$ cat src/rtl/trace_pkg.sv
// Shared encodings, field offsets and record-width helper for the retirement trace stream.
// Build option TRACE_CYCLE_EN appends a cycle stamp as the least-significant record field.
package trace_pkg;

    localparam int KIND_W  = 3;
    localparam int PC_W    = 16;
    localparam int REG_W   = 4;
    localparam int DATA_W  = 16;
    localparam int FIXED_W = KIND_W + PC_W + REG_W + DATA_W + DATA_W;

    typedef enum logic [2:0] {
        KIND_NOP   = 3'd0,
        KIND_REG   = 3'd1,
        KIND_LOAD  = 3'd2,
        KIND_STORE = 3'd3,
        KIND_HALT  = 3'd4
    } kind_e;

    typedef enum logic [1:0] {
        ST_RUN    = 2'd0,
        ST_HALTED = 2'd1,
        ST_DONE   = 2'd2
    } state_e;

    // Width of the optional trailing cycle stamp; zero when the stamp is compiled out.
    function automatic int stamp_w(input int cyc_w);
`ifdef TRACE_CYCLE_EN
        return cyc_w;
`else
        return 32'd0;
`endif
    endfunction

    function automatic int rec_w(input int inum_w, input int cyc_w);
        return FIXED_W + inum_w + stamp_w(cyc_w);
    endfunction

    function automatic int off_b(input int cyc_w);
        return stamp_w(cyc_w);
    endfunction

    function automatic int off_a(input int cyc_w);
        return off_b(cyc_w) + DATA_W;
    endfunction

    function automatic int off_reg(input int cyc_w);
        return off_a(cyc_w) + DATA_W;
    endfunction

    function automatic int off_pc(input int cyc_w);
        return off_reg(cyc_w) + REG_W;
    endfunction

    function automatic int off_inum(input int cyc_w);
        return off_pc(cyc_w) + PC_W;
    endfunction

    function automatic int off_kind(input int inum_w, input int cyc_w);
        return off_inum(cyc_w) + inum_w;
    endfunction

endpackage

$ cat src/rtl/trace_fifo.sv
// First-word-fall-through FIFO holding packed trace records, with an occupancy count.
module trace_fifo #(
    parameter  int DEPTH = 8,
    parameter  int REC_W = 87,
    localparam int PTR_W = $clog2(DEPTH),
    localparam int CNT_W = $clog2(DEPTH + 1)
) (
    input  logic             clk,
    input  logic             rst,
    input  logic             push,
    input  logic [REC_W-1:0] wr_data,
    input  logic             pop,
    output logic             rd_valid,
    output logic [REC_W-1:0] rd_data,
    output logic [CNT_W-1:0] count
);

    logic [REC_W-1:0] mem_q [DEPTH];
    logic [PTR_W-1:0] wr_ptr_q, wr_ptr_d;
    logic [PTR_W-1:0] rd_ptr_q, rd_ptr_d;
    logic [CNT_W-1:0] count_q, count_d;

    // Pointer and occupancy update; pointers wrap naturally because DEPTH is a power of two.
    always_comb begin
        wr_ptr_d = wr_ptr_q;
        rd_ptr_d = rd_ptr_q;
        count_d  = count_q;
        if (push) begin
            wr_ptr_d = wr_ptr_q + PTR_W'(1);
        end else begin
            wr_ptr_d = wr_ptr_q;
        end
        if (pop) begin
            rd_ptr_d = rd_ptr_q + PTR_W'(1);
        end else begin
            rd_ptr_d = rd_ptr_q;
        end
        case ({push, pop})
            2'b10:   count_d = count_q + CNT_W'(1);
            2'b01:   count_d = count_q - CNT_W'(1);
            default: count_d = count_q;
        endcase
    end

    // Control state register.
    always_ff @(posedge clk) begin
        if (rst) begin
            wr_ptr_q <= '0;
            rd_ptr_q <= '0;
            count_q  <= '0;
        end else begin
            wr_ptr_q <= wr_ptr_d;
            rd_ptr_q <= rd_ptr_d;
            count_q  <= count_d;
        end
    end

    // Storage array; contents are don't-care until written, so no reset is needed.
    always_ff @(posedge clk) begin
        if (push) begin
            mem_q[wr_ptr_q] <= wr_data;
        end
    end

    // Head is forced to zero while empty so stale storage never leaks onto the port.
    assign rd_valid = (count_q != '0);
    assign rd_data  = rd_valid ? mem_q[rd_ptr_q] : '0;
    assign count    = count_q;

endmodule

$ cat src/rtl/retire_trace_emitter.sv
// Classifies per-cycle CPU retirements into numbered trace records and streams them out via a FIFO.
// Build option TRACE_CYCLE_EN stamps every record with a free-running cycle count.
module retire_trace_emitter
    import trace_pkg::*;
#(
    parameter  int DEPTH  = 8,
    parameter  int INUM_W = 32,
    parameter  int CYC_W  = 32,
    localparam int REC_W  = rec_w(INUM_W, CYC_W)
) (
    input  logic             clk,
    input  logic             rst,
    input  logic             retire_valid,
    input  logic [15:0]      pc,
    input  logic             write_reg,
    input  logic [3:0]       dest_reg,
    input  logic [15:0]      dst_data,
    input  logic             mem_read,
    input  logic             mem_write,
    input  logic [15:0]      mem_addr,
    input  logic [15:0]      mem_data,
    input  logic             hlt,
    output logic             stall,
    output logic             trace_valid,
    input  logic             trace_ready,
    output logic [REC_W-1:0] trace_data,
    output logic             overflow,
    output logic             done
);

    localparam int CNT_W = $clog2(DEPTH + 1);

    logic [CNT_W-1:0]  count_s;
    logic              full_s, accept_s, push_s, pop_s, drained_s;
    kind_e             kind_s;
    logic [3:0]        reg_s;
    logic [15:0]       a_s, b_s;
    logic [REC_W-1:0]  rec_s;

    state_e            state_q, state_d;
    logic [INUM_W-1:0] inum_q, inum_d;
    logic              overflow_q, overflow_d;

    assign full_s   = (count_s == CNT_W'(DEPTH));
    assign pop_s    = trace_valid & trace_ready;
    assign accept_s = retire_valid & (state_q == ST_RUN);
    // A full FIFO still takes a record when the head leaves on the same edge.
    assign push_s   = accept_s & (~full_s | pop_s);
    // No pushes happen once halted, so the FIFO is empty next cycle iff it drains now.
    assign drained_s = (count_s == '0) | ((count_s == CNT_W'(1)) & pop_s);

    // Record classification, first match wins.
    always_comb begin
        kind_s = KIND_NOP;
        reg_s  = 4'd0;
        a_s    = 16'd0;
        b_s    = 16'd0;
        if (write_reg & mem_read) begin
            kind_s = KIND_LOAD;
            reg_s  = dest_reg;
            a_s    = dst_data;
            b_s    = mem_addr;
        end else if (write_reg) begin
            kind_s = KIND_REG;
            reg_s  = dest_reg;
            a_s    = dst_data;
        end else if (hlt) begin
            kind_s = KIND_HALT;
        end else if (mem_write) begin
            kind_s = KIND_STORE;
            a_s    = mem_addr;
            b_s    = mem_data;
        end else begin
            kind_s = KIND_NOP;
        end
    end

`ifdef TRACE_CYCLE_EN
    logic [CYC_W-1:0] cyc_q, cyc_d;

    // Free-running cycle stamp.
    always_comb begin
        cyc_d = cyc_q + CYC_W'(1);
    end

    // Cycle stamp register.
    always_ff @(posedge clk) begin
        if (rst) begin
            cyc_q <= '0;
        end else begin
            cyc_q <= cyc_d;
        end
    end

    assign rec_s = {kind_s, inum_q, pc, reg_s, a_s, b_s, cyc_q};
`else
    assign rec_s = {kind_s, inum_q, pc, reg_s, a_s, b_s};
`endif

    // Next-state logic for run/halt tracking, instruction numbering and overflow flag.
    always_comb begin
        state_d    = state_q;
        inum_d     = inum_q;
        overflow_d = overflow_q;
        if (push_s) begin
            inum_d = inum_q + INUM_W'(1);
        end else begin
            inum_d = inum_q;
        end
        if (accept_s & full_s & ~pop_s) begin
            overflow_d = 1'b1;
        end else begin
            overflow_d = overflow_q;
        end
        case (state_q)
            ST_RUN: begin
                if (push_s && (kind_s == KIND_HALT)) begin
                    state_d = ST_HALTED;
                end else begin
                    state_d = ST_RUN;
                end
            end
            ST_HALTED: begin
                if (drained_s) begin
                    state_d = ST_DONE;
                end else begin
                    state_d = ST_HALTED;
                end
            end
            ST_DONE: state_d = ST_DONE;
            default: state_d = ST_RUN;
        endcase
    end

    // Control state register.
    always_ff @(posedge clk) begin
        if (rst) begin
            state_q    <= ST_RUN;
            inum_q     <= '0;
            overflow_q <= 1'b0;
        end else begin
            state_q    <= state_d;
            inum_q     <= inum_d;
            overflow_q <= overflow_d;
        end
    end

    trace_fifo #(
        .DEPTH (DEPTH),
        .REC_W (REC_W)
    ) u_fifo (
        .clk      (clk),
        .rst      (rst),
        .push     (push_s),
        .wr_data  (rec_s),
        .pop      (pop_s),
        .rd_valid (trace_valid),
        .rd_data  (trace_data),
        .count    (count_s)
    );

    assign stall    = full_s;
    assign overflow = overflow_q;
    assign done     = (state_q == ST_DONE);

endmodule

$ cat config.mk
export PLATFORM = sky130hd
export DESIGN_NAME = retire_trace_emitter
export DESIGN_NICKNAME = d
export VERILOG_FILES = /design/src/rtl/trace_pkg.sv /design/src/rtl/trace_fifo.sv /design/src/rtl/retire_trace_emitter.sv
export SDC_FILE = /design/constraint.sdc
export NUM_CORES = 1
export LEC_CHECK = 0
export BUFFER_PORTS_ARGS = -buffer_cell sky130_fd_sc_hd__buf_2
export CORE_AREA = 2 2 271 193
export DETAILED_ROUTE_END_ITERATION = 8
export DIE_AREA = 0 0 273 195
export PLACE_DENSITY = 0.76
export SYNTH_ARGS = -nofsm -noshare
export SYNTH_HDL_FRONTEND = slang
export SYNTH_HIERARCHICAL = 1
export SYNTH_SLANG_ARGS = --single-unit
export TNS_END_PERCENT = 10
$ cat constraint.sdc
create_clock -name clk -period 21.8 [get_ports clk]
set_input_delay 4.36 -clock clk [delete_from_list [all_inputs] [get_ports clk]]
set_output_delay 4.36 -clock clk [all_outputs]
set_load 0.005 [all_outputs]
Word-level counts from Yosys, hierarchy flattened. Memories as Yosys holds them, arrays and structs flattened. A register that Yosys moved wholly into a read port is not among the register bits. Cells that the tools add are included.

$add $sub $neg: 5. Equality and inequality tests: 7. Bitwise operators: 11. Mux-type cells: 23. Reductions and logical operators: 5.

Operators with widths (count): $mux W16 (8); $mux W87 (1); $add A32 B1 Y32 const B (1); $mux W3 (5); $mux W4 (2); $pmux W4 S2 (1); $and A1 B1 Y1 (7); $add A3 B1 Y3 const B (2); $pmux W2 S3 (1); $add A4 B1 Y4 const B (1); $eq A2 B1 Y1 const B (2); $eq A2 B2 Y1 const B (2); $eq A4 B1 Y1 const B (1); $eq A4 B4 Y1 const B (1); $logic_not A4 Y1 (1); $mux W2 (2); $reduce_bool A4 Y1 (1); $sub A4 B1 Y4 const B (1); $eq A3 B3 Y1 const B (1); $mux W1 (3); $logic_not A2 Y1 (1); $not A1 Y1 (2); $or A1 B1 Y1 (2); $reduce_bool A2 Y1 (1); $logic_and A1 B1 Y1 (1).

Memory bits (writable): 696. Memories kept: 1. Output and inout port bits: 91. Bits of input ports: 76. Register bits after elaboration: 45. Logic and storage cells: 58.

Memory list: u_fifo.mem_q (depth 8, width 87, read ports 1, clocked after memory_dff 1, write ports 1, line trace_fifo.sv:18) `logic [REC_W-1:0] mem_q [DEPTH];`.

Longest topological paths before layout. Gate-level depths: netlist (run 1).

Depth in word-level cells: 8. Mapped depth: 15. Depth with buffers taken out: 12.

Cells and area by module. The synthesis (run 1) kept the hierarchy.

By module, submodules not included: trace_fifo (seq. area each 21160.3 um^2, cells an instance 1173, instances 1, area an instance 27043.4 um^2); retire_trace_emitter (seq. area each 700.7 um^2, cells an instance 247, instances 1, area an instance 2063.2 um^2).

Worst setup path after synthesis (run 1). Ideal clock, no wire load.

Kind: input -> register. Start point: input retire_valid. End point: memory u_fifo.mem_q[4][0] (enable). Setup time: 639 ps. Path buffers: 1. Data required time: 21161 ps. Data arrival time: 11477 ps. Stages on the path: 5. Path slack: 9684 ps. Cell sequence: or3b_1 buf_2 a21oi_1 nand2_1 nor3_1.

Word-level cells in the longest chain between the ends: 4.

RTL lines: start, declared (line retire_trace_emitter.sv:13) `input logic retire_valid,`; $and A1 B1 Y1 (line retire_trace_emitter.sv:46) `assign accept_s = retire_valid & (state_q == ST_RUN);`; $and A1 B1 Y1 (line retire_trace_emitter.sv:48) `assign push_s = accept_s & (~full_s | pop_s);`; via push_s (line retire_trace_emitter.sv:34) `logic full_s, accept_s, push_s, pop_s, drained_s;`; $mux W1 (line trace_fifo.sv:60) `if (push) begin`; $mux W1 (implied by the code) (line trace_fifo.sv:61) `mem_q[wr_ptr_q] <= wr_data;`; end, declared (line trace_fifo.sv:18).

The timed path passes the listed nets, and every way through them passes these cells.

==> run summary, run 1 <==
The classification of the worst-slack hold path is flip-flop to flip-flop. The number of filler instances in the final layout was 3320; the fraction of synthesized area in multiplexers was 16.67%. The register bit count reported by yosys was 744. Global routing consumed, over all layers together, 22.59% of the routing resources. The number of input and output port buffers inserted is 166, and the minimum clock period is 8112 ps. Dividing the detail-routed via count by the number of cells gives 6.239. The number of nets in the synthesized netlist is 1502. The power per cell area works out to 111.3 mW/mm2.

The clock tree root driver cell is sky130_fd_sc_hd__clkbuf_16. Final setup violation count: 0. Clock-pin slew was measured on the worst setup and hold paths at 60 ps.

The number of max-slew violations in the final report came out at 0. The number of clock sinks seen by CTS is 744, and the worst setup slack after layout is 13690 ps. The run gives 0 as the final hold violation count.

Once the floorplan was initialized, standard cells occupied 57.73% of the core. In the synthesized netlist, the number of instances is 1420. Of all flip-flops after synthesis, the portion carrying an async set or reset was 0%. The tools report the quantity of hold-fixing buffers added after cts as 0.

In the synthesized netlist, the cells that appear most often are 696 x sky130_fd_sc_hd__edfxtp_1, 174 x sky130_fd_sc_hd__mux4_2, 110 x sky130_fd_sc_hd__nor2_1. In this run the worst path has a maximum fanout of 49. The fraction of layout cells with a size suffix above 1 was 29.06%.

The deepest level of the CTS H-tree is 3. The pin slew with the least headroom to its limit was 1197 ps. The tools report the setup fix buffers added after clock tree synthesis as 0.

After synthesis the cells add up to 0.02911 mm2. Summed over all layers, the routed wires come to 59190 um. In this run, CTS created clock tree buffers numbering 67.

For the number of antenna violations at the first check in global routing, the log shows 1. The topmost layer with routed signal wires is met5. The logs give 64.99% for the final core utilization and 4677 um for the total met3 wirelength after detailed routing. The total overflow left after global routing is 0. Timing analysis after detailed placement gives a worst setup slack of 13950 ps. VDD sags by at most 0.1053 mV. For this run, the number of Yosys warnings is 6. The leakage dissipation is 10.58 nW. From synthesis to final layout, the design area changed by 12.57%. The longest clock path from root to sink contains 3 buffers. The run gives 24670 um as the met1 wire length. For the final routed database, the setup TNS stands at 0 ps. Most frequent cell after synthesis: sky130_fd_sc_hd__edfxtp_1.

The final instance area is 0.03277 mm2. For this run, design rule violations remaining after detail routing come to 0. Once placement finished, the instance area stood at 0.03057 mm2. After synthesis, the netlist uses 46 different library cells. The clock latency of the later-clocked register in the worst-skew pair is 590 ps, and the maximum clock frequency is 0.1233 GHz. The number of DRC markers in iteration 0 was 1303; the wire length of the first global-routing pass was 89270 um. The run gives 0.05042 mm2 as the placeable core region. Entering global routing, the biggest net connects 69 pins. Row generation in the floorplan step produced 69 rows. In this run the remaining antenna-violating nets after routing total 0. Of the total synthesized cell area, the portion taken by AND, OR, NAND and NOR gates is 3.422%. Type of the setup path with the least slack: flip-flop to output port. The required time of the critical path came out at 17440 ps.

The critical path launch point type is a flip-flop. The area of the die is 0.05324 mm2. Counting flops with a built-in enable in the synthesized netlist gives 696.

The number of buffers and inverters on the critical path is 2. The area fraction of the dominant cell type after synthesis came out at 71.81%. Sorting the synthesized cells by area gives the leading types as sky130_fd_sc_hd__edfxtp_1 72%, sky130_fd_sc_hd__mux4_2 13%, sky130_fd_sc_hd__dfxtp_1 3.3%, sky130_fd_sc_hd__mux2i_1 3.1%, sky130_fd_sc_hd__nor2_1 1.4%.

The critical path capture point type was an output port. The critical-path cell with the highest stage delay was sky130_fd_sc_hd__dfxtp_4. TritonCTS built the clock tree.

The combinational family with the most area after synthesis was multiplexers. The run finished with clean final reports. The tools report the share of the yosys chip area belonging to registers as 75.11%.

In the final routed layout, each cell accounts on average for 25.40 um. During I/O placement, the number of pins put on the boundary was 167. The average instance in the mapped netlist occupies 20.50 um2. The adder-cell share of the synthesized area came out at 0.2579%. STA puts the critical path data arrival time at 3750 ps.

The final layout contains 1683 nets. sky130_fd_sc_hd__edfxtp_1 takes more of the synthesized area than any other cell. The tools report the total of max-cap violations as 0. The stage delay of the slowest cell on the critical path works out to 1030 ps. On the critical path the largest part of the delay comes from flip-flops. After detailed routing, the met2 layer carries 28810 um of wire. The remaining max-slew budget at the tightest pin was 20.18%. The congestion estimate from routability-driven global placement came to 0.8263.

The compound-cell area share of the yosys netlist works out to 2.437%. Setup repair after global routing left no endpoint under its margin. Traced cell by cell, the critical path runs through buf_4 -> mux4_2 -> mux2i_1 -> nor2_1 -> buf_2. The final worst-path cycle share came out at 37.21%. After legalization and detailed placement, the total HPWL measured 32120 um. Most frequently used flop master after synthesis: sky130_fd_sc_hd__edfxtp_1. The first detailed-routing pass ran for 6 iterations. Number of resized instances in the post-cts repair step: 0.

The xor/xnor share of the synthesized area is 0.3310%, and the horizontal die dimension is 273 um. The number of global-route vias before repair was 14600; the vertical die dimension was 195 um. The via count is 14540, and the final setup skew is 13.65 ps.
registers in the layout, indices dropped and copies added, names as in the netlist, named ones only:
register / cells
inum_q: 32
overflow: 1
state_q: 2
u_fifo/count: 4
u_fifo/mem_q: 696
u_fifo/rd_ptr_q: 3
u_fifo/wr_ptr_q: 3
placed cells by master, fill, tap and decap left out, types with 6 or more instances in the layout:
cell type and n:
sky130_fd_sc_hd__edfxtp_1 696, sky130_fd_sc_hd__mux4_2 174, sky130_fd_sc_hd__buf_2 166, sky130_fd_sc_hd__nor2_1 104
sky130_fd_sc_hd__mux2i_1 91, sky130_fd_sc_hd__clkbuf_16 68, sky130_fd_sc_hd__dfxtp_1 45, sky130_fd_sc_hd__a21oi_1 32
sky130_fd_sc_hd__a22o_1 32, sky130_fd_sc_hd__buf_4 27, sky130_fd_sc_hd__clkbuf_1 20, sky130_fd_sc_hd__o31ai_1 19
sky130_fd_sc_hd__or4_1 19, sky130_fd_sc_hd__nand2_1 15, sky130_fd_sc_hd__nand3_1 10, sky130_fd_sc_hd__clkbuf_8 10
sky130_fd_sc_hd__nand4_1 9, sky130_fd_sc_hd__o21ai_0 9, sky130_fd_sc_hd__or3_1 9, sky130_fd_sc_hd__inv_1 8
sky130_fd_sc_hd__clkinv_1 7, sky130_fd_sc_hd__xnor2_1 6, sky130_fd_sc_hd__ha_1 6, sky130_fd_sc_hd__nor2_4 6
report_power, final:
group          total, mW  switching (mW)  internal, mW
registers           1.73          0.0557          1.68
clock network       1.17           0.500         0.674
logic              0.740           0.416         0.325
total               3.65           0.971          2.68
cell families (layout without fill, tap and decap cells):
group	Yosys count	after routing
compound gates	101	101
mux	267	267
fa+ha+maj	6	6
buf+inv	90	325
simple gates	201	201
xor+xnor	11	11
flops	744	744
other cells	0	1
layout make-up:
type	instances	area [um2]	area share [%]
timing repair buffer	193	1033	3.154
tap	674	843.3	2.574
sequential	744	21870	66.75
inverter	9	33.78	0.1031
clock buffer	98	1914	5.842
clock inverter	25	277.8	0.8477
antenna	1	2.502	0.007637
multi-input combinational	586	6789	20.72
per-stage QoR:
stage	hold WS, ps	cells	total power [mW]
2_1_floorplan	460.5	1420	2.244
3_3_place_gp	458.0	2206	2.500
4_1_cts	491.6	2329	3.690
6_report	485.3	2330	3.647
3_5_place_dp	478.5	2206	2.520
5_1_grt	541.8	2329	3.798
path summary, 6_finish.rpt:
path	end	slack, ps	cells past startpoint	start
worst min-delay path	overflow$_SDFFE_PP0P_	490	2	overflow$_SDFFE_PP0P_
worst max-delay path	trace_data[84]	13690	5	flip-flop
worst min register to register	overflow$_SDFFE_PP0P_	490	2	overflow$_SDFFE_PP0P_
worst max register to register	u_fifo/mem_q[1][44]$_DFFE_PP_	17340	10	u_fifo/count[1]$_SDFFE_PP0P_
metal layers:
layer	vias up	track usage, %
met5	-	0
met4	2	5.606
met3	85	4.784
met2	582	36.05
met1	7649	32.44
li1	6218	-
worst reg2reg max path: cells and delay by family (launching register included):
kind	cells	cell delay (ps)
buffers and inverters	5	1940
AND/OR/NAND/NOR	4	1350
flip-flops	1	530
AO/OA/AOI/OAI	1	260
Note: power is estimated with default switching activity, not from simulation.
==> inputs of run 2 (changes only) <==
--- a/config.mk
+++ b/config.mk
@@ -6,9 +6,9 @@
 export NUM_CORES = 1
 export LEC_CHECK = 0
 export BUFFER_PORTS_ARGS = -buffer_cell sky130_fd_sc_hd__buf_2
-export CORE_AREA = 2 2 271 193
+export CORE_AREA = 2 2 278 198
 export DETAILED_ROUTE_END_ITERATION = 8
-export DIE_AREA = 0 0 273 195
+export DIE_AREA = 0 0 280 200
 export PLACE_DENSITY = 0.76
 export SYNTH_ARGS = -nofsm -noshare
 export SYNTH_HDL_FRONTEND = slang
==> constraint.sdc (replaced) <==
create_clock -name clk -period 6.95 [get_ports clk]
set_input_delay 1.39 -clock clk [delete_from_list [all_inputs] [get_ports clk]]
set_output_delay 1.39 -clock clk [all_outputs]
set_load 0.005 [all_outputs]
==> run 2 against run 1 <==
Compared with the run above: sequential share of layout area about the same; non-clock buffer count decreased by 1; combinational power increased to 3.2 times the previous value; core utilization decreased by 3.4 points; largest cell class unchanged.
==> run summary, run 2 (synthesized netlist as in run 1, its figures left out) <==
The critical path launch point type is a flip-flop (unchanged). The run gives 744 (unchanged) as the number of clock sinks seen by CTS. The relative area change from synthesis to final layout came out at 12.55% (was 12.57%). Leading cell types in the layout, fill and taps excluded: 696 x sky130_fd_sc_hd__edfxtp_1, 174 x sky130_fd_sc_hd__mux4_2, 166 x sky130_fd_sc_hd__buf_2 (unchanged). The pin count of the biggest net entering global routing was 87 (was 69). TritonCTS built the clock tree. The startpoint of the tightest hold check path was u_fifo/rd_ptr_q[2]$_SDFFE_PP0P_ (was overflow$_SDFFE_PP0P_). The number of max-slew violations in the final report came out at 0 (unchanged). The global placer's final weighted congestion came out at 0.7873 (was 0.8263). The top register by number of flip-flops is u_fifo/mem_q (unchanged).

Capturing point of the worst reg2reg path: u_fifo/mem_q[6][23]$_DFFE_PP_ (was u_fifo/mem_q[1][44]$_DFFE_PP_). The vertical die dimension is 200 um (was 195 um), and the sequential standard cell area is 0.02187 mm2 (unchanged). The logs give 0.05321 mm2 (was 0.05042 mm2) for the placeable core region and 0 (unchanged) for the total of max-cap violations. The row count was 71 (was 69). Source of the worst register-to-register timing path: u_fifo/count[1]$_SDFFE_PP0P_ (unchanged). The final setup skew is 21.01 ps (was 13.65 ps). The critical path data arrival time came out at 3300 ps (was 3750 ps). Type of the setup path with the least slack: flip-flop to output port (unchanged). Static timing analysis puts the maximum clock frequency at 0.2131 GHz. The register-to-register setup slack was 3780 ps (was 17340 ps). The last element of the critical path was trace_data[72] (was trace_data[84]). The final worst-path cycle share works out to 67.51%. Worst supply voltage drop on vdd: 0.4323 mV (was 0.1053 mV). The horizontal die dimension was 280 um (was 273 um). Final setup violation count: 0 (unchanged).

For the remaining global-route overflow, the log shows 0 (unchanged). The run gives 14630 (was 14600) as the number of global-route vias before repair. The pin slew with the least headroom to its limit was 1068 ps (was 1197 ps); the number of filler instances in the final layout was 3629 (was 3320). The setup total negative slack was 0 ps (unchanged); the number of antenna violations at the first check in global routing was 2 (was 1). The number of buffers created by CTS is 68 (was 67), and the power per cell area is 345.3 mW/mm2 (was 111.3 mW/mm2). The cell depth of the worst flop-to-flop path is 8 (was 10). The logs give 14510 (was 14540) for the via count and 22.16% (was 22.59%) for the overall track demand over capacity in global routing. The final HPWL from detailed placement was 34210 um (was 32120 um). Number of DRC markers in iteration 0: 1404 (was 1303).

The largest fanout of any net on the critical path came out at 86 (was 49). Final instance area: 0.03276 mm2 (was 0.03277 mm2). The tools report the wire length of the first global-routing pass as 90780 um (was 89270 um).

The number of flip-flops in the largest register is 696 (unchanged), and the mean number of vias per cell is 6.182 (was 6.239). The flow ran to the end, and the final reports show no timing, DRC or antenna violations. The leakage dissipation was 10.55 nW (was 10.58 nW). The buffer levels on the longest clock path was 3 (unchanged). The initial cell density of the core is 54.70% (was 57.73%). The leading cell type in the layout, fill and taps excluded was sky130_fd_sc_hd__edfxtp_1 (unchanged). The run gives 0 (unchanged) as the quantity of hold-fixing buffers added after cts. The fraction of layout cells with a size suffix above 1 is 28.78% (was 29.06%). The logs give 5560 ps (was 17440 ps) for the required time of the critical path and 0 (unchanged) for the setup fix buffers added after clock tree synthesis.

The number of input and output port buffers inserted is 166 (unchanged), and the routed wire length is 60870 um (was 59190 um). The logs give 5 (was 6) for the iteration count of the initial detailed-routing pass and 0 (was 1) for the antenna diode count. The clock latency of the later-clocked register in the worst-skew pair was 610 ps (was 590 ps). The post-detailed-route count of antenna-violating nets is 0 (unchanged), and the final hold violation count is 0 (unchanged). For the deepest level of the CTS H-tree, the log shows 3 (unchanged). The area of the die was 0.05600 mm2 (was 0.05324 mm2); the number of DRC violations after detailed routing was 0 (unchanged). The number of top-level pins came out at 167 (unchanged). The classification of the worst-slack hold path is flip-flop to flip-flop (unchanged).

The post-CTS clock slew at the launch and capture registers of the worst setup and hold paths works out to 60 ps (about the same). The average detailed-routed wire length per instance works out to 25.94 um (was 25.40 um). The routed design could run at a clock period as short as 4692 ps. The number of resized instances in the post-cts repair step was 0 (unchanged). Setup repair after global routing left no endpoint under its margin.

The remaining max-slew budget at the tightest pin came out at 28.82% (was 20.18%). The final net count is 1683 (unchanged). The clock tree root driver cell was sky130_fd_sc_hd__clkbuf_16 (unchanged). For the placed instance area, the log shows 0.03068 mm2 (was 0.03057 mm2). The area occupied by multi-input gates came out at 0.006795 mm2 (was 0.006789 mm2).

The critical path capture point type was an output port (unchanged).
[run 2: metal layers]
layer / share of wire [%] / GRT usage (%) / vias to the layer above / routed length [um]
li1: - / - / 6216 / -
met4: 1.6 / 5.130 / 2 / 991
met2: 47 / 34.37 / 550 / 28720
met3: 8.1 / 5.796 / 81 / 4953
met1: 43 / 32.14 / 7661 / 26200
met5: 0.018 / 0 / - / 11
[run 2: how the worst min path moves through the flow]
stage | cells after the start | end
2_1_floorplan | 2 | overflow$_SDFFE_PP0P_
3_3_place_gp | 2 | flip-flop
3_5_place_dp | 2 | flip-flop
4_1_cts | 2 | flip-flop
5_1_grt | 2 | flip-flop
6_report | 2 | u_fifo/rd_ptr_q[2]$_SDFFE_PP0P_
[run 2: area by class of cell]
cell class	count	share of cell area (%)
clock buffers	84	5.568
clock inverters	39	0.7753
inverters	9	0.1031
multi-input cells	586	20.74
flip-flops and latches	744	66.76
well taps	693	2.647
repair buffers	192	3.399
[run 2: where the power goes]
group          switching [mW]  total (mW)  internal (mW)
combinational            1.34        2.37           1.04
sequential              0.168        5.43           5.26
clock                    1.57        3.51           1.95
total                    3.07        11.3           8.24
[run 2: worst max-delay path, stage by stage (launching register included)]
cell	delay, ps
sky130_fd_sc_hd__dfxtp_4	900
sky130_fd_sc_hd__buf_12	470
sky130_fd_sc_hd__mux4_2	410
sky130_fd_sc_hd__mux2i_1	520
sky130_fd_sc_hd__nor2_1	90
sky130_fd_sc_hd__buf_2	160
[run 2: per-stage QoR]
step | instances | worst slack (ps) | hold WS (ps) | power (mW) | utilization (%)
floorplan | 1420 | -2194 | 460.5 | 7.038 | -
global placement | 2224 | 2798 | 508.7 | 7.883 | 57.66
detailed placement | 2224 | 2774 | 524.3 | 7.930 | 57.66
CTS | 2347 | 2308 | 544.1 | 11.43 | 61.57
global route | 2347 | 2116 | 588.5 | 11.77 | 61.57
finish | 2347 | 2258 | 543.5 | 11.31 | 61.57
==> inputs of run 3 (changes only) <==
==> constraint.sdc (replaced) <==
create_clock -name clk -period 4.22 [get_ports clk]
set_input_delay 0.844 -clock clk [delete_from_list [all_inputs] [get_ports clk]]
set_output_delay 0.844 -clock clk [all_outputs]
set_load 0.005 [all_outputs]
==> run 3 against run 2 <==
Compared with the run above: worst hold slack worse by 30 ps; register-to-register slack worse by 2900 ps; final area grew 1.6%; first-iteration DRC count up 12%; core utilization rose by 0.97 points; clock power increased by 77%; clock skew rose by 2.4 ps; sequential power increased by 64%; combinational power grew 71%.
==> run summary, run 3 (synthesized netlist as in run 1, its figures left out) <==
The iteration count of the initial detailed-routing pass came out at 5 (unchanged). The power per cell area was 575.7 mW/mm2 (was 345.3 mW/mm2); the final worst-path cycle share was 86.94%. The number of top-level pins came out at 167 (unchanged).

The number of filler instances in the final layout came out at 3566 (was 3629). Top register by number of flip-flops: u_fifo/mem_q (unchanged). The run gives 0 ps (unchanged) as the setup total negative slack. Setup repair after global routing left no endpoint under its margin. The overall track demand over capacity in global routing was 22.44% (was 22.16%); the pin count of the biggest net entering global routing was 88 (was 87). The relative area change from synthesis to final layout was 14.32% (was 12.55%); the stage delay of the slowest cell on the critical path was 590 ps (was 900 ps).

The placeable core region was 0.05321 mm2 (unchanged). The share of power burned in the clock network came out at 32.4% (was 31.1%). The classification of the worst-slack hold path is primary input to flip-flop (was flip-flop to flip-flop). The antenna diode count is 0 (unchanged), and the initial cell density of the core is 54.70% (unchanged). The clock tree root driver cell was sky130_fd_sc_hd__clkbuf_16 (unchanged). The number of max-slew violations in the final report was 0 (unchanged). The row count was 71 (unchanged). The horizontal die dimension is 280 um (unchanged), and the remaining max-slew budget at the tightest pin is 28.28% (was 28.82%). Critical-path cell with the highest stage delay: sky130_fd_sc_hd__dfxtp_4 (unchanged). The run finished with clean final reports.

The required time of the critical path came out at 3380 ps (was 5560 ps). The critical path launch point type is a flip-flop (unchanged). The count of buffer and inverter cells on the critical path is 2 (unchanged), and the final hold violation count is 0 (unchanged).

The final core utilization came out at 62.53% (was 61.57%). The leakage dissipation was 10.75 nW (was 10.55 nW). The average detailed-routed wire length per instance is 25.91 um (was 25.94 um).

The switching power came out at 5.140 mW (was 3.071 mW). The number of DRC markers in iteration 0 was 1578 (was 1404); the final HPWL from detailed placement was 35340 um (was 34210 um). The total of max-cap violations was 0 (unchanged); the maximum clock frequency was 0.2726 GHz. The sequential fraction of design power is 46.5% (was 48.0%), and the placed instance area is 0.03100 mm2 (was 0.03068 mm2). The final instance area was 0.03328 mm2 (was 0.03276 mm2). For the post-detailed-route count of antenna-violating nets, the log shows 0 (unchanged). The clock latency of the later-clocked register in the worst-skew pair is 610 ps (about the same), and the number of flip-flops in the largest register is 696 (unchanged).

The dominant delay contributor by cell family on the critical path is multiplexers (unchanged). The pin slew with the least headroom to its limit is 1073 ps (was 1068 ps), and the worst setup slack after layout is 551.1 ps (was 2258 ps). The critical path capture point type was an output port (unchanged).

Subtracting the final worst setup slack from the clock period gives 3669 ps. The type of the setup path with the least slack was flip-flop to output port (unchanged). The critical path data arrival time came out at 2820 ps (was 3300 ps). The number of antenna violations at the first check in global routing is 1 (was 2). The final net count is 1700 (was 1683), and the largest fanout of any net on the critical path is 18 (was 86). Area of the die: 0.05600 mm2 (unchanged). For the setup fix buffers added after clock tree synthesis, the log shows 0 (unchanged). The run gives 0 (unchanged) as the quantity of hold-fixing buffers added after cts.

The number of input and output port buffers inserted was 166 (unchanged); the final setup skew was 23.41 ps (was 21.01 ps). The tools report the routed wire length as 61320 um (was 60870 um). Cell breakdown of the critical path: buf_4 -> mux4_2 -> mux2i_1 -> nor2_1 -> buf_2 (was buf_12 -> mux4_2 -> mux2i_1 -> nor2_1 -> buf_2).

TritonCTS built the clock tree. The internal power component was 14.02 mW (was 8.242 mW); the switching part of the total power was 26.83% (was 27.15%). The run gives 21.2% (was 21.0%) as the share of power burned in combinational logic. The buffer levels on the longest clock path is 3 (unchanged).

Leading cell types in the layout, fill and taps excluded: 696 x sky130_fd_sc_hd__edfxtp_1, 174 x sky130_fd_sc_hd__mux4_2, 166 x sky130_fd_sc_hd__buf_2 (unchanged). The logs give 0 (unchanged) for the final setup violation count and 70 (was 68) for the number of buffers created by CTS. The power consumption was 19.16 mW (was 11.31 mW). The worst supply voltage drop on vdd was 0.9470 mV (was 0.4323 mV). The mean number of vias per cell works out to 6.196 (was 6.182). The leading cell type in the layout, fill and taps excluded is sky130_fd_sc_hd__edfxtp_1 (unchanged). The run gives 14670 (was 14510) as the via count. The vertical die dimension was 200 um (unchanged). The number of clock sinks seen by CTS was 744 (unchanged). The number of global-route vias before repair was 15000 (was 14630).

The remaining global-route overflow was 0 (unchanged); the deepest level of the CTS H-tree was 3 (unchanged). The wire length of the first global-routing pass came out at 92680 um (was 90780 um). Fraction of layout cells with a size suffix above 1: 29.75% (was 28.78%). The global placer's final weighted congestion is 0.8281 (was 0.7873), and the number of resized instances in the post-cts repair step is 0 (unchanged).

For the number of DRC violations after detailed routing, the log shows 0 (unchanged). The worst setup slack after placement was 721.6 ps (was 2774 ps). The post-CTS clock slew at the launch and capture registers of the worst setup and hold paths is 70 ps (was 60 ps).
[run 3: cell count changes in the layout (fill, tap and decap cells not counted), moves of 4 or more]
cell and delta:
sky130_fd_sc_hd__buf_12 +15, sky130_fd_sc_hd__clkinv_1 -6, sky130_fd_sc_hd__clkbuf_1 +5, sky130_fd_sc_hd__clkbuf_16 +5, sky130_fd_sc_hd__inv_6 -4
[run 3: power by group through the flow]
stage	sequential (mW)	clock [mW]	combinational [mW]
global placement	9.02	0	4.09
CTS	8.91	6.29	4.15
global route	8.95	6.59	4.42
finish	8.91	6.20	4.05
floorplan	8.96	0	2.59
detailed placement	9.06	0	4.12
[run 3: final cells by class]
type | count | area [um2] | share of cell area (%)
clock buffer | 93 | 1954 | 5.873
clock inverter | 35 | 320.3 | 0.9626
inverter | 9 | 33.78 | 0.1015
multi-input combinational | 586 | 6814 | 20.48
sequential | 744 | 21870 | 65.73
tap | 693 | 867.1 | 2.606
timing repair buffer | 207 | 1414 | 4.249
[run 3: per-layer routing]
| metal | up-vias | track usage [%] | part of all wire (%) |
|---|---|---|---|
| met1 | 7686 | 33.10 | 43 |
| met5 | - | 0 | 0 |
| met2 | 629 | 34.61 | 47 |
| met4 | 0 | 5.546 | 1.6 |
| li1 | 6264 | - | - |
| met3 | 87 | 5.144 | 8.2 |
[run 3: final timing paths]
path / from / cells after the start / slack (ps) / to
max: flip-flop / 5 / 550 / trace_data[5]
max reg2reg: u_fifo/count[0]$_SDFFE_PP0P_ / 10 / 910 / u_fifo/count[2]$_SDFFE_PP0P_
min: pc[11] / 1 / 510 / u_fifo/mem_q[1][47]$_DFFE_PP_
min reg2reg: u_fifo/rd_ptr_q[2]$_SDFFE_PP0P_ / 2 / 540 / u_fifo/rd_ptr_q[2]$_SDFFE_PP0P_
[run 3: worst reg2reg max path, delay by kind of cell, from the launching register on]
| kind | cells | cell delay [ps] |
|---|---|---|
| AOI/OAI and AO/OA | 3 | 490 |
| xor gates and xnor gates | 2 | 370 |
| adders and majority gates | 2 | 470 |
| buffers and inverters | 1 | 170 |
| DFF | 1 | 410 |
| and+or+nand+nor | 2 | 1320 |
[run 3: through the flow]
| stage | hold WS, ps | instances |
|---|---|---|
| after global placement | 501.4 | 2239 |
| final | 513.8 | 2367 |
| after detailed placement | 524.0 | 2239 |
| after floorplan | 460.5 | 1420 |
| after global routing | 498.3 | 2367 |
| after CTS | 477.9 | 2367 |
